--- src/rtl/pipe_hazard_unit_if.sv ---
// Hazard-unit bundle: ID-stage request fields in, stall/flush/forward controls out.
interface pipe_hazard_unit_if #(
    parameter int unsigned REG_W      = 5,
    parameter int unsigned FWD_STAGES = 2,
    parameter int unsigned CNT_W      = 16
);
    localparam int unsigned SEL_W = $clog2(FWD_STAGES + 1);

    logic             enable;
    logic             id_valid;
    logic [REG_W-1:0] id_rs;
    logic [REG_W-1:0] id_rt;
    logic             id_uses_rs;
    logic             id_uses_rt;
    logic [REG_W-1:0] id_dst;
    logic             id_reg_write;
    logic             id_mem_to_reg;
    logic             branch_taken;
    logic             stall;
    logic             flush_if;
    logic [SEL_W-1:0] fwd_a;
    logic [SEL_W-1:0] fwd_b;
    logic [CNT_W-1:0] stall_count;

    // Hazard unit side
    modport slave (
        input  enable, id_valid, id_rs, id_rt, id_uses_rs, id_uses_rt,
               id_dst, id_reg_write, id_mem_to_reg, branch_taken,
        output stall, flush_if, fwd_a, fwd_b, stall_count
    );

    // Pipeline-control side
    modport master (
        output enable, id_valid, id_rs, id_rt, id_uses_rs, id_uses_rt,
               id_dst, id_reg_write, id_mem_to_reg, branch_taken,
        input  stall, flush_if, fwd_a, fwd_b, stall_count
    );
endinterface

--- src/rtl/pipe_hazard_unit.sv ---
// Five-stage pipeline hazard unit: in-flight destination scoreboard (EX..WB),
// load-use stall, branch flush, operand forwarding selects, saturating stall count.
module pipe_hazard_unit #(
    parameter int unsigned REG_W      = 5,
    parameter int unsigned FWD_STAGES = 2,
    parameter int unsigned LOAD_LAT   = 1,
    parameter int unsigned CNT_W      = 16
) (
    input  logic               clk,
    input  logic               rst,
    pipe_hazard_unit_if.slave  hz
);
    localparam int unsigned SEL_W = $clog2(FWD_STAGES + 1);

    // Scoreboard: slot 0 = EX, slot k = k stages after EX
    logic [FWD_STAGES:0] r_vld;
    logic [FWD_STAGES:0] r_rw;
    logic [FWD_STAGES:0] r_m2r;
    logic [REG_W-1:0]    r_dst [0:FWD_STAGES];
    // Source operands of the instruction currently in EX
    logic [REG_W-1:0]    r_rs;
    logic [REG_W-1:0]    r_rt;
    logic                r_urs;
    logic                r_urt;
    logic [CNT_W-1:0]    r_cnt;

    logic                w_load_hit;
    logic                w_stall;
    logic                w_flush;
    logic [SEL_W-1:0]    w_fwd_a;
    logic [SEL_W-1:0]    w_fwd_b;

    function automatic logic hit(input logic vld, input logic rw,
                                 input logic [REG_W-1:0] dst,
                                 input logic [REG_W-1:0] r);
        return vld && rw && (dst == r) && (r != '0);
    endfunction

    // Load-use stall: a load still too young to forward feeds a used ID source
    always_comb begin
        w_load_hit = 1'b0;
        for (int unsigned p = 0; p < LOAD_LAT; p++) begin
            if (r_m2r[p] &&
                ((hz.id_uses_rs && hit(r_vld[p], r_rw[p], r_dst[p], hz.id_rs)) ||
                 (hz.id_uses_rt && hit(r_vld[p], r_rw[p], r_dst[p], hz.id_rt))))
                w_load_hit = 1'b1;
        end
        w_stall = hz.id_valid && hz.enable && w_load_hit;
        w_flush = hz.branch_taken && hz.enable && !w_stall;
    end

    // Forward selects: walk oldest to youngest so the youngest producer wins
    always_comb begin
        w_fwd_a = '0;
        w_fwd_b = '0;
        for (int unsigned i = 0; i < FWD_STAGES; i++) begin
            int unsigned k;
            k = FWD_STAGES - i;
            if (r_urs && hit(r_vld[k], r_rw[k], r_dst[k], r_rs) &&
                (!r_m2r[k] || k > LOAD_LAT))
                w_fwd_a = SEL_W'(k);
            if (r_urt && hit(r_vld[k], r_rw[k], r_dst[k], r_rt) &&
                (!r_m2r[k] || k > LOAD_LAT))
                w_fwd_b = SEL_W'(k);
        end
    end

    // Scoreboard shift; a stalled or empty ID slot enters EX as a cleared bubble
    always_ff @(posedge clk) begin
        if (!rst) begin
            r_vld <= '0;
            r_rw  <= '0;
            r_m2r <= '0;
            for (int unsigned k = 0; k <= FWD_STAGES; k++)
                r_dst[k] <= '0;
            r_rs  <= '0;
            r_rt  <= '0;
            r_urs <= 1'b0;
            r_urt <= 1'b0;
        end else if (hz.enable) begin
            for (int unsigned k = 1; k <= FWD_STAGES; k++) begin
                r_vld[k] <= r_vld[k-1];
                r_rw[k]  <= r_rw[k-1];
                r_m2r[k] <= r_m2r[k-1];
                r_dst[k] <= r_dst[k-1];
            end
            if (hz.id_valid && !w_stall) begin
                r_vld[0] <= 1'b1;
                r_rw[0]  <= hz.id_reg_write;
                r_m2r[0] <= hz.id_mem_to_reg;
                r_dst[0] <= hz.id_dst;
                r_rs     <= hz.id_rs;
                r_rt     <= hz.id_rt;
                r_urs    <= hz.id_uses_rs;
                r_urt    <= hz.id_uses_rt;
            end else begin
                r_vld[0] <= 1'b0;
                r_rw[0]  <= 1'b0;
                r_m2r[0] <= 1'b0;
                r_dst[0] <= '0;
                r_rs     <= '0;
                r_rt     <= '0;
                r_urs    <= 1'b0;
                r_urt    <= 1'b0;
            end
        end
    end

    // Saturating count of stall cycles
    always_ff @(posedge clk) begin
        if (!rst)
            r_cnt <= '0;
        else if (w_stall && (r_cnt != '1))
            r_cnt <= r_cnt + CNT_W'(1);
    end

    assign hz.stall       = w_stall;
    assign hz.flush_if    = w_flush;
    assign hz.fwd_a       = w_fwd_a;
    assign hz.fwd_b       = w_fwd_b;
    assign hz.stall_count = r_cnt;
endmodule

--- src/flat_wrapper.sv ---
// flat-port wrapper written by rule: the top's interface ports become plain ports
module pipe_hazard_unit_flat 
#(
    parameter int unsigned REG_W      = 5,
    parameter int unsigned FWD_STAGES = 2,
    parameter int unsigned LOAD_LAT   = 1,
    parameter int unsigned CNT_W      = 16
)
  (clk, rst, hz_enable, hz_id_valid, hz_id_rs, hz_id_rt, hz_id_uses_rs, hz_id_uses_rt, hz_id_dst, hz_id_reg_write, hz_id_mem_to_reg, hz_branch_taken, hz_stall, hz_flush_if, hz_fwd_a, hz_fwd_b, hz_stall_count);
  pipe_hazard_unit_if #(.REG_W(REG_W), .FWD_STAGES(FWD_STAGES), .CNT_W(CNT_W)) hz_i ();
  input  logic clk;
  input  logic rst;
  input wire logic [$bits(hz_i.enable)-1:0] hz_enable;
  input wire logic [$bits(hz_i.id_valid)-1:0] hz_id_valid;
  input wire logic [$bits(hz_i.id_rs)-1:0] hz_id_rs;
  input wire logic [$bits(hz_i.id_rt)-1:0] hz_id_rt;
  input wire logic [$bits(hz_i.id_uses_rs)-1:0] hz_id_uses_rs;
  input wire logic [$bits(hz_i.id_uses_rt)-1:0] hz_id_uses_rt;
  input wire logic [$bits(hz_i.id_dst)-1:0] hz_id_dst;
  input wire logic [$bits(hz_i.id_reg_write)-1:0] hz_id_reg_write;
  input wire logic [$bits(hz_i.id_mem_to_reg)-1:0] hz_id_mem_to_reg;
  input wire logic [$bits(hz_i.branch_taken)-1:0] hz_branch_taken;
  output wire logic [$bits(hz_i.stall)-1:0] hz_stall;
  output wire logic [$bits(hz_i.flush_if)-1:0] hz_flush_if;
  output wire logic [$bits(hz_i.fwd_a)-1:0] hz_fwd_a;
  output wire logic [$bits(hz_i.fwd_b)-1:0] hz_fwd_b;
  output wire logic [$bits(hz_i.stall_count)-1:0] hz_stall_count;
  assign hz_i.enable = hz_enable;
  assign hz_i.id_valid = hz_id_valid;
  assign hz_i.id_rs = hz_id_rs;
  assign hz_i.id_rt = hz_id_rt;
  assign hz_i.id_uses_rs = hz_id_uses_rs;
  assign hz_i.id_uses_rt = hz_id_uses_rt;
  assign hz_i.id_dst = hz_id_dst;
  assign hz_i.id_reg_write = hz_id_reg_write;
  assign hz_i.id_mem_to_reg = hz_id_mem_to_reg;
  assign hz_i.branch_taken = hz_branch_taken;
  assign hz_stall = hz_i.stall;
  assign hz_flush_if = hz_i.flush_if;
  assign hz_fwd_a = hz_i.fwd_a;
  assign hz_fwd_b = hz_i.fwd_b;
  assign hz_stall_count = hz_i.stall_count;
  pipe_hazard_unit #(.REG_W(REG_W), .FWD_STAGES(FWD_STAGES), .LOAD_LAT(LOAD_LAT), .CNT_W(CNT_W)) u_core (.clk(clk), .rst(rst), .hz(hz_i));
endmodule
--- config.mk ---
export PLATFORM = sky130hd
export DESIGN_NAME = pipe_hazard_unit_flat
export DESIGN_NICKNAME = d
export VERILOG_FILES = /design/src/rtl/pipe_hazard_unit_if.sv /design/src/rtl/pipe_hazard_unit.sv /design/src/flat_wrapper.sv
export SDC_FILE = /design/constraint.sdc
export NUM_CORES = 1
export LEC_CHECK = 0
export CORE_UTILIZATION = 55
export DETAILED_ROUTE_END_ITERATION = 10
export PLACE_DENSITY = 0.81
export SLEW_MARGIN = 20
export SYNTH_ARGS = -nofsm -noshare
export SYNTH_HDL_FRONTEND = slang
export SYNTH_SLANG_ARGS = --single-unit
--- constraint.sdc ---
create_clock -name clk -period 5.8 [get_ports clk]
set_input_delay 1.16 -clock clk [delete_from_list [all_inputs] [get_ports clk]]
set_output_delay 1.16 -clock clk [all_outputs]
set_load 0.02 [all_outputs]
# After elaboration in Yosys (flattened, before gate mapping)
# Memory sizes are Yosys's and may differ from the RTL's.
# Index checks and enable logic that the tools add are counted.
# word_totals
ff_bits,36
latchBits,0
ramBits,15
romBits,0
inputBits,24
elab_cells,85
n_memories,1
# memory_table
memory,words,width,rd,rd_clocked_by_memory_dff,write_ports,line_no,rtl
u_core.r_dst,3,5,3,0,3,pipe_hazard_unit.sv:19,logic [REG_W-1:0] r_dst [0:FWD_STAGES];
# op_classes
add_sub_neg,1
multipliers,0
div_mod_pow,0
n_lt_le_gt_ge,0
eq_ne,7
shifts,0
muxes,27
n_bitwise,4
n_reduce_logical,37
# ops
op,n
$eq 5x5->1,6
$logic_and 1x1->1,30
$mux 5,6
$reduce_bool 5->1,4
$mux 1,17
$add 16x1->16 const B,1
$ne 16x16->1 const B,1
$mux 2,4
$or 1x1->1,4
$logic_not 1->1,2
$logic_or 1x1->1,1

# Logic depth before layout (Yosys ltp)
# Gate-level depths: netlist (run 1).
# logic_depth
word_depth,16
mapped_depth,7
depth_no_buf,6

# Worst setup path after synthesis (run 1)
# Ideal clock, no wire load.
# synth_path
path_type,input -> output
startpoint,input port hz_id_rt[0]
endpoint,output port hz_flush_if
arrival_ns,2.337
slack_ns,2.303
path_stages,5
cell_sequence,or4_1 -> a21oi_1 -> nor4_2 -> nor2_1 -> and3_1
# synth_between
elab_chain_len,10
word_cells_on_any_way,11
cone_classes,eq/ne: 1; mux: 1; reduce/logical: 9
# synth_lines
element,line_no,rtl
start: declaration,flat_wrapper.sv:16,input wire logic [$bits(hz_i.id_rt)-1:0] hz_id_rt;
$eq 5x5->1,pipe_hazard_unit.sv:36,return vld && rw && (dst == r) && (r != '0);
$logic_and 1x1->1,pipe_hazard_unit.sv:36,
$logic_and 1x1->1 (*),pipe_hazard_unit.sv:36,
$logic_and 1x1->1 (*),pipe_hazard_unit.sv:45,"(hz.id_uses_rt && hit(r_vld[p], r_rw[p], r_dst[p], hz.id_rt))))"
$logic_or 1x1->1 (*),pipe_hazard_unit.sv:44,"((hz.id_uses_rs && hit(r_vld[p], r_rw[p], r_dst[p], hz.id_rs)) ||"
$logic_and 1x1->1 (*),pipe_hazard_unit.sv:43,if (r_m2r[p] &&
$mux 1 (*),pipe_hazard_unit.sv:43,
$logic_and 1x1->1 (*),pipe_hazard_unit.sv:48,w_stall = hz.id_valid && hz.enable && w_load_hit;
$logic_not 1->1 (*),pipe_hazard_unit.sv:49,w_flush = hz.branch_taken && hz.enable && !w_stall;
$logic_and 1x1->1 (*),pipe_hazard_unit.sv:49,
end: declaration,flat_wrapper.sv:24,output wire logic [$bits(hz_i.flush_if)-1:0] hz_flush_if;
# Mark *: on every way between the ends. The rest lies on a longest branch, timed or not.

# Worst setup path after layout (run 1)
# Same ends and word-level chain as after synthesis.

==> out/metrics.cfg, run 1 <==
[clocking]
clk_pin_slew_ps = 90
cts_resized = 0
h-tree-depth = 2
ctsHoldBuffers = 0
clockBufferDepth = 2
cts_tree = done
cts_setup_buffers = 0
cts-root-buf = clkbuf_8
cts.sinks = 51
clk_latency_ps = 300
numCtsBuffers = 5

[timing]
fin_skew_ps = 7.47
fmax_mhz = 218
rsz0062_at_grt = no
hold_violations = 0
relSlewSlack = 0.397
min_period_ps = 4580
setup_viol = 0
maxSlewViolCount = 0
tightest_slew_ps = 904
post-route-period-util = 0.790
fin_tns_setup_ps = 0

[power_and_ir_drop]
vdd.ir_drop.worst_mv = 0.190
power.leakage_nw = 1.15
power_density_nw_per_um2 = 232

[min_path]
hp-class = flop to flop
hold_end = u_core.hz.stall_count[10]
worstHoldPathCells = 2
holdCritStartpoint = u_core.hz.stall_count[10]

[route]
drt_iter0_drc = 124
wl_um = 5470
firstDrtPassIters = 4
ant_nets = 0
viasPerCell = 6.05
avgRoutedWirePerCell_um = 16.4
vias = 2016
drc = 0

[synth]
ys_types = 39
yosys_warnings = 0
syn_inst = 239
netlist_area_um2 = 2460
avgSynthCellArea_um2 = 10.3
ys_ff_latch = 51
syn-num-nets = 264
ys_seq_area_frac = 0.476

[critical_path]
rr_startpoint = u_core.r_dst[0][0]
cp.required_ps = 4640
arrival_ps = 3420
r2r_end = u_core.r_dst[0][3]
reg2reg_slack_ps = 3480
path_class = input port to primary output
worstRegToRegCells = 6
critPathMaxFanout = 3
cp-start-kind = input port
setup.worst_path.end_class = primary output

[global_route]
track_usage = 0.247
grt_max_degree = 26
gr-total-overflow = 0
antenna_found_initial = 0
grt_pass1_vias = 1785
grt_pass1_wl_um = 8490

[floorplan]
rows = 23
initial_core_util = 0.594
num_io_pins = 46
die_w_um = 68.9
dieArea_um2 = 4750
dieHeight_um = 68.9
coreArea_um2 = 4140

[flow_run]
maxCapViolCount = 0

[final_layout]
antenna_cells = 0
synthToLayoutAreaGrowth_pct = 23.4
num-nets-final = 307
final_cells = 333
drive_gt1_frac = 0.0601
fillers = 329

[place]
dp_cells = 325
dp_hpwl_um = 3980
port_buffers = 45
gp_congestion = 0.878

[run_status]
status = complete, no violations

[worst max-delay path by stage]
| stage | cells after the start | from | end |
|---|---|---|---|
| CTS | 7 | hz_id_rt[0] | hz_flush_if |
| floorplan | 5 | hz_id_rt[0] | hz_flush_if |
| global route | 7 | hz_id_rt[0] | hz_flush_if |
| detailed placement | 7 | hz_id_rt[0] | hz_flush_if |
| finish | 7 | hz_id_rt[0] | hz_flush_if |
| global placement | 7 | hz_id_rt[0] | hz_flush_if |
[critical path: stages]
cell	delay [ps]
clkdlybuf4s50_1	470
or4_1	550
a21oi_1	200
nor4_2	100
nor2_1	170
and3_1	190
clkdlybuf4s50_1	600
[flip-flops by register name, summed over array words and instances (netlist names)]
name,cells
u_core.r_urs,1
u_core.r_dst,15
u_core.r_rw,3
u_core.r_rs,5
u_core.r_urt,1
u_core.r_rt,5
u_core.r_m2r,2
u_core.r_vld,3
u_core.hz.stall_count,16
[stage by stage]
step	setup slack (ps)	total power, mW	area, µm²	hold slack [ps]	util
global route	1130	0.726	3040	515	0.733
global placement	1280	0.464	2930	461	0.706
detailed placement	1230	0.466	2930	469	0.706
floorplan	2300	0.435	2460	443	-
CTS	1220	0.706	3040	488	0.733
finish	1220	0.704	3040	485	0.733
[synth_stat cells]
cell type   n  area [µm²]
buf_6       2        22.5
xor2_1     14         123
nor2_1     11        41.3
or4_1       5        37.5
clkbuf_1    5        18.8
nand2_1    12        45.0
and2_1      5        31.3
o21ai_2     1        8.76
nor4_1      8        50.1
nand4_1     8        50.1
nand3_2     1        10.0
o311ai_0    1        8.76
ha_1        1        12.5
a21o_1      1        7.51
a22o_1     14         123
or3_4       1        11.3
dfxtp_1    36         721
buf_4       1        7.51
o31ai_1     3        22.5
and3_1     12        75.1
o41ai_1     2        17.5
nor4_2      1        12.5
o211ai_1    3        22.5
edfxtp_1   15         450
or4_4       1        11.3
or3_1       4        25.0
nand2b_1    3        18.8
a2111oi_4   1        27.5
inv_1       9        33.8
nor3_1      3        15.0
o21ai_0     6        30.0
and4_1      2        17.5
buf_2       3        15.0
mux2i_1    10         100
o21a_1      2        15.0
nand3_1     8        40.0
xnor2_1    16         140
or3_2       1        7.51
a21oi_1     7        35.0
[per-layer routing]
metal,vias up,share of wire,track usage
li1,972,-,-
met1,960,0.45,0.331
met2,76,0.47,0.387
met3,8,0.063,0.0543
met4,0,0.013,0.0918
met5,-,0,0
[cell type report]
cell class | count | area, µm² | area share
clock inverter | 3 | 43.8 | 0.0144
clock buffer | 5 | 68.8 | 0.0227
tap | 50 | 62.6 | 0.0206
inverter | 9 | 33.8 | 0.0111
sequential | 51 | 1170 | 0.386
timing repair buffer | 47 | 465 | 0.153
multi-input combinational | 168 | 1190 | 0.393
[cell usage in the layout, fill, tap and decap left out, types with 2 or more instances in the layout]
cell type | synthesis | final
nand2_1 | 12 | 12
o41ai_1 | 2 | 2
and4_1 | 2 | 2
dfxtp_1 | 36 | 36
a21oi_1 | 7 | 7
nor4_1 | 8 | 8
buf_4 | 1 | 2
clkdlybuf4s50_1 | 0 | 45
nand4_1 | 8 | 8
and2_1 | 5 | 5
nor2_1 | 11 | 11
o21ai_0 | 6 | 6
and3_1 | 12 | 12
o21a_1 | 2 | 2
nor3_1 | 3 | 3
or3_1 | 4 | 4
or4_1 | 5 | 5
o211ai_1 | 3 | 3
clkbuf_8 | 0 | 5
a22o_1 | 14 | 14
nand3_1 | 8 | 8
xor2_1 | 14 | 14
edfxtp_1 | 15 | 15
xnor2_1 | 16 | 16
o31ai_1 | 3 | 3
mux2i_1 | 10 | 10
inv_1 | 9 | 9
nand2b_1 | 3 | 3
[report_power, final]
group | total, mW | internal, mW | switching [mW]
Combinational | 0.0656 | 0.0357 | 0.0299
Clock | 0.246 | 0.129 | 0.117
Sequential | 0.392 | 0.379 | 0.0134
Total | 0.704 | 0.543 | 0.161
[logic make-up after synthesis]
kind of cell	Yosys count	share of synthesized area
simple gates	86	0.203
xor+xnor	30	0.107
compound gates	41	0.129
flops	51	0.476
buf+inv	20	0.0397
mux	10	0.0407
fa+ha+maj	1	0.00508
(Power assumes the default switching activity.)
==> run 2, diff against run 1 <==
--- a/config.mk
+++ b/config.mk
@@ -5,9 +5,9 @@
 export SDC_FILE = /design/constraint.sdc
 export NUM_CORES = 1
 export LEC_CHECK = 0
-export CORE_UTILIZATION = 55
+export CORE_UTILIZATION = 52
 export DETAILED_ROUTE_END_ITERATION = 10
-export PLACE_DENSITY = 0.81
+export PLACE_DENSITY = 0.77
 export SLEW_MARGIN = 20
 export SYNTH_ARGS = -nofsm -noshare
 export SYNTH_HDL_FRONTEND = slang
==> constraint.sdc (replaced) <==
create_clock -name clk -period 4.6 [get_ports clk]
set_input_delay 0.92 -clock clk [delete_from_list [all_inputs] [get_ports clk]]
set_output_delay 0.92 -clock clk [all_outputs]
set_load 0.02 [all_outputs]
==> run 2 against run 1 <==
Sequential share of layout area is 0.11 points higher; via count is 4.0% lower; first-iteration DRC count increased by 17%; combinational power rose by 26%; die area rose by 5.6%; clock power grew 8%; critical path type unchanged; largest power group unchanged.
==> out/metrics.cfg, run 2 (synthesized netlist as in run 1, its figures left out) <==
[power_and_ir_drop]
vdd.ir_drop.worst_mv = 0.170  ; -11%
p_int_mw = 0.632  ; +16%
combPwrFrac = 0.098  ; +0.005
pwr-share-clk = 0.314  ; -0.035
power.leakage_nw = 1.14  ; -0.78%
power.share.sequential = 0.588  ; +0.030
power_density_nw_per_um2 = 278  ; +20%
sw_frac_of_total = 0.249  ; +0.0210
power_switching_mw = 0.210  ; +31%

[timing]
post-route-period-util = 0.889
fmax_mhz = 245
tightest_slew_ps = 863  ; -41.0 ps
setup_viol = 0  ; unchanged
holdWs_ps = 480  ; -5.23 ps
min_period_ps = 4090
maxSlewViolCount = 0  ; unchanged
relSlewSlack = 0.425  ; +0.0274
fin_tns_setup_ps = 0  ; unchanged
rsz0062_at_grt = no
hold_violations = 0  ; unchanged
fin_skew_ps = 11.9  ; +4.40 ps

[route]
firstDrtPassIters = 6  ; +2
avgRoutedWirePerCell_um = 16.0  ; -2.3%
viasPerCell = 5.76  ; -4.8%
drc = 0  ; unchanged
wl_um = 5390  ; -1.4%
drt_iter0_drc = 145  ; +17%
vias = 1936  ; -4.0%
ant_nets = 0  ; unchanged

[final_layout]
layout_commonest_cell = clkdlybuf4s50_1
antenna_cells = 0  ; unchanged
utilization = 0.682  ; -0.0515
num-nets-final = 308  ; +0.33%
final_cells = 336  ; +0.90%
largest_reg_flops = 16  ; unchanged
fillers = 362  ; +10%
synthToLayoutAreaGrowth_pct = 23.1
drive_gt1_frac = 0.0634  ; +0.00331
final_cell_mix = 45 x clkdlybuf4s50_1, 36 x dfxtp_1, 16 x xnor2_1

[critical_path]
crit_end = hz_flush_if
setup.worst_path.end_class = primary output
cp_cell_sequence = clkdlybuf4s50_1 > or4_1 > a21oi_1 > nor4_2 > nor2_1 > and3_1 > clkdlybuf4s50_1
cp-start-kind = input port
arrival_ps = 3170  ; -250 ps
critPathLaunch = hz_id_rt[0]
path_class = input port to primary output
critPathMaxFanout = 3  ; unchanged
cp.required_ps = 3680  ; -960 ps
reg2reg_slack_ps = 2240  ; -1240 ps
r2r_end = u_core.r_dst[0][2]
cpMaxStageDelayCell = clkdlybuf4s50_1
worstRegToRegCells = 6  ; unchanged
rr_startpoint = u_core.r_dst[0][0]
path_common_cell = clkdlybuf4s50_1
max_stage_delay_ps = 600  ; about the same

[global_route]
antenna_found_initial = 0  ; unchanged
track_usage = 0.234  ; -0.0121
grt_max_degree = 25  ; -3.8%
gr-total-overflow = 0  ; unchanged
grt_pass1_wl_um = 9100  ; +7.2%
grt_pass1_vias = 1819  ; +1.9%

[place]
dp_cells = 328  ; +0.92%
dp_hpwl_um = 3920  ; -1.6%
gp_congestion = 0.775  ; -12%
port_buffers = 45  ; unchanged

[clocking]
clk_latency_ps = 310  ; about the same
cts_resized = 0  ; unchanged
cts_tree = done
cts.sinks = 51  ; unchanged
cts-root-buf = clkbuf_8
h-tree-depth = 2  ; unchanged
clockBufferDepth = 2  ; unchanged
cts_setup_buffers = 0  ; unchanged
ctsHoldBuffers = 0  ; unchanged
numCtsBuffers = 5  ; unchanged
clk_pin_slew_ps = 90  ; about the same

[floorplan]
dieHeight_um = 70.8  ; +2.8%
initial_core_util = 0.554  ; -0.0401
die_w_um = 70.8  ; +2.8%
coreArea_um2 = 4440  ; +7.2%
num_io_pins = 46  ; unchanged
rows = 24  ; +4.3%
dieArea_um2 = 5010  ; +5.6%

[flow_run]
maxCapViolCount = 0  ; unchanged

[min_path]
hp-class = flop to flop
holdCritStartpoint = u_core.r_urt

[run_status]
status = complete, no violations

## run 2: changes by cell type in the layout (fill, tap and decap cells not counted), sizes merged
cell | before | now
buf | 2 | 3
bufinv | 1 | 0
clkinvlp | 0 | 1
## run 2: cell type report
type / instances / area, µm² / share of cell area
multi-input cells: 168 / 1190 / 0.394
flip-flops and latches: 51 / 1170 / 0.387
repair buffers: 48 / 473 / 0.156
clock buffers: 5 / 68.8 / 0.0227
well taps: 52 / 65.1 / 0.0215
inverters: 9 / 33.8 / 0.0112
clock inverters: 3 / 25.0 / 0.00826
## run 2: worst min-delay path by stage
stage	slack (ps)	to	cells after the start
finish	480	u_core.r_urt	1
global route	510	u_core.hz.stall_count[10]	2
detailed placement	460	u_core.r_urt	1
CTS	490	u_core.r_urt	1
global placement	460	u_core.hz.stall_count[10]	2
floorplan	440	u_core.r_urs	1
## run 2: critical path, delay by kind of cell
kind,cells,cell delay [ps]
buf+inv,2,1060
simple gates,4,1000
compound gates,1,190
## run 2: metal layers
metal,vias up,wire length [µm],GRT usage
met5,-,0,0
met1,922,2500,0.317
met4,0,87,0.0800
li1,970,-,-
met3,9,168,0.0427
met2,35,2640,0.380
## run 2: stage by stage
stage	total power [mW]	instance area (µm²)	setup slack, ps
global route	0.873	3030	318
floorplan	0.549	2460	1580
detailed placement	0.588	2940	496
CTS	0.847	3030	483
global placement	0.586	2940	505
finish	0.842	3030	513
## run 2: power groups by stage
stage / sequential (mW) / clock, mW / combinational [mW]
2_1_floorplan: 0.500 / 0 / 0.0492
3_3_place_gp: 0.505 / 0 / 0.0812
3_5_place_dp: 0.505 / 0 / 0.0825
4_1_cts: 0.495 / 0.270 / 0.0829
5_1_grt: 0.498 / 0.285 / 0.0901
6_report: 0.495 / 0.265 / 0.0825
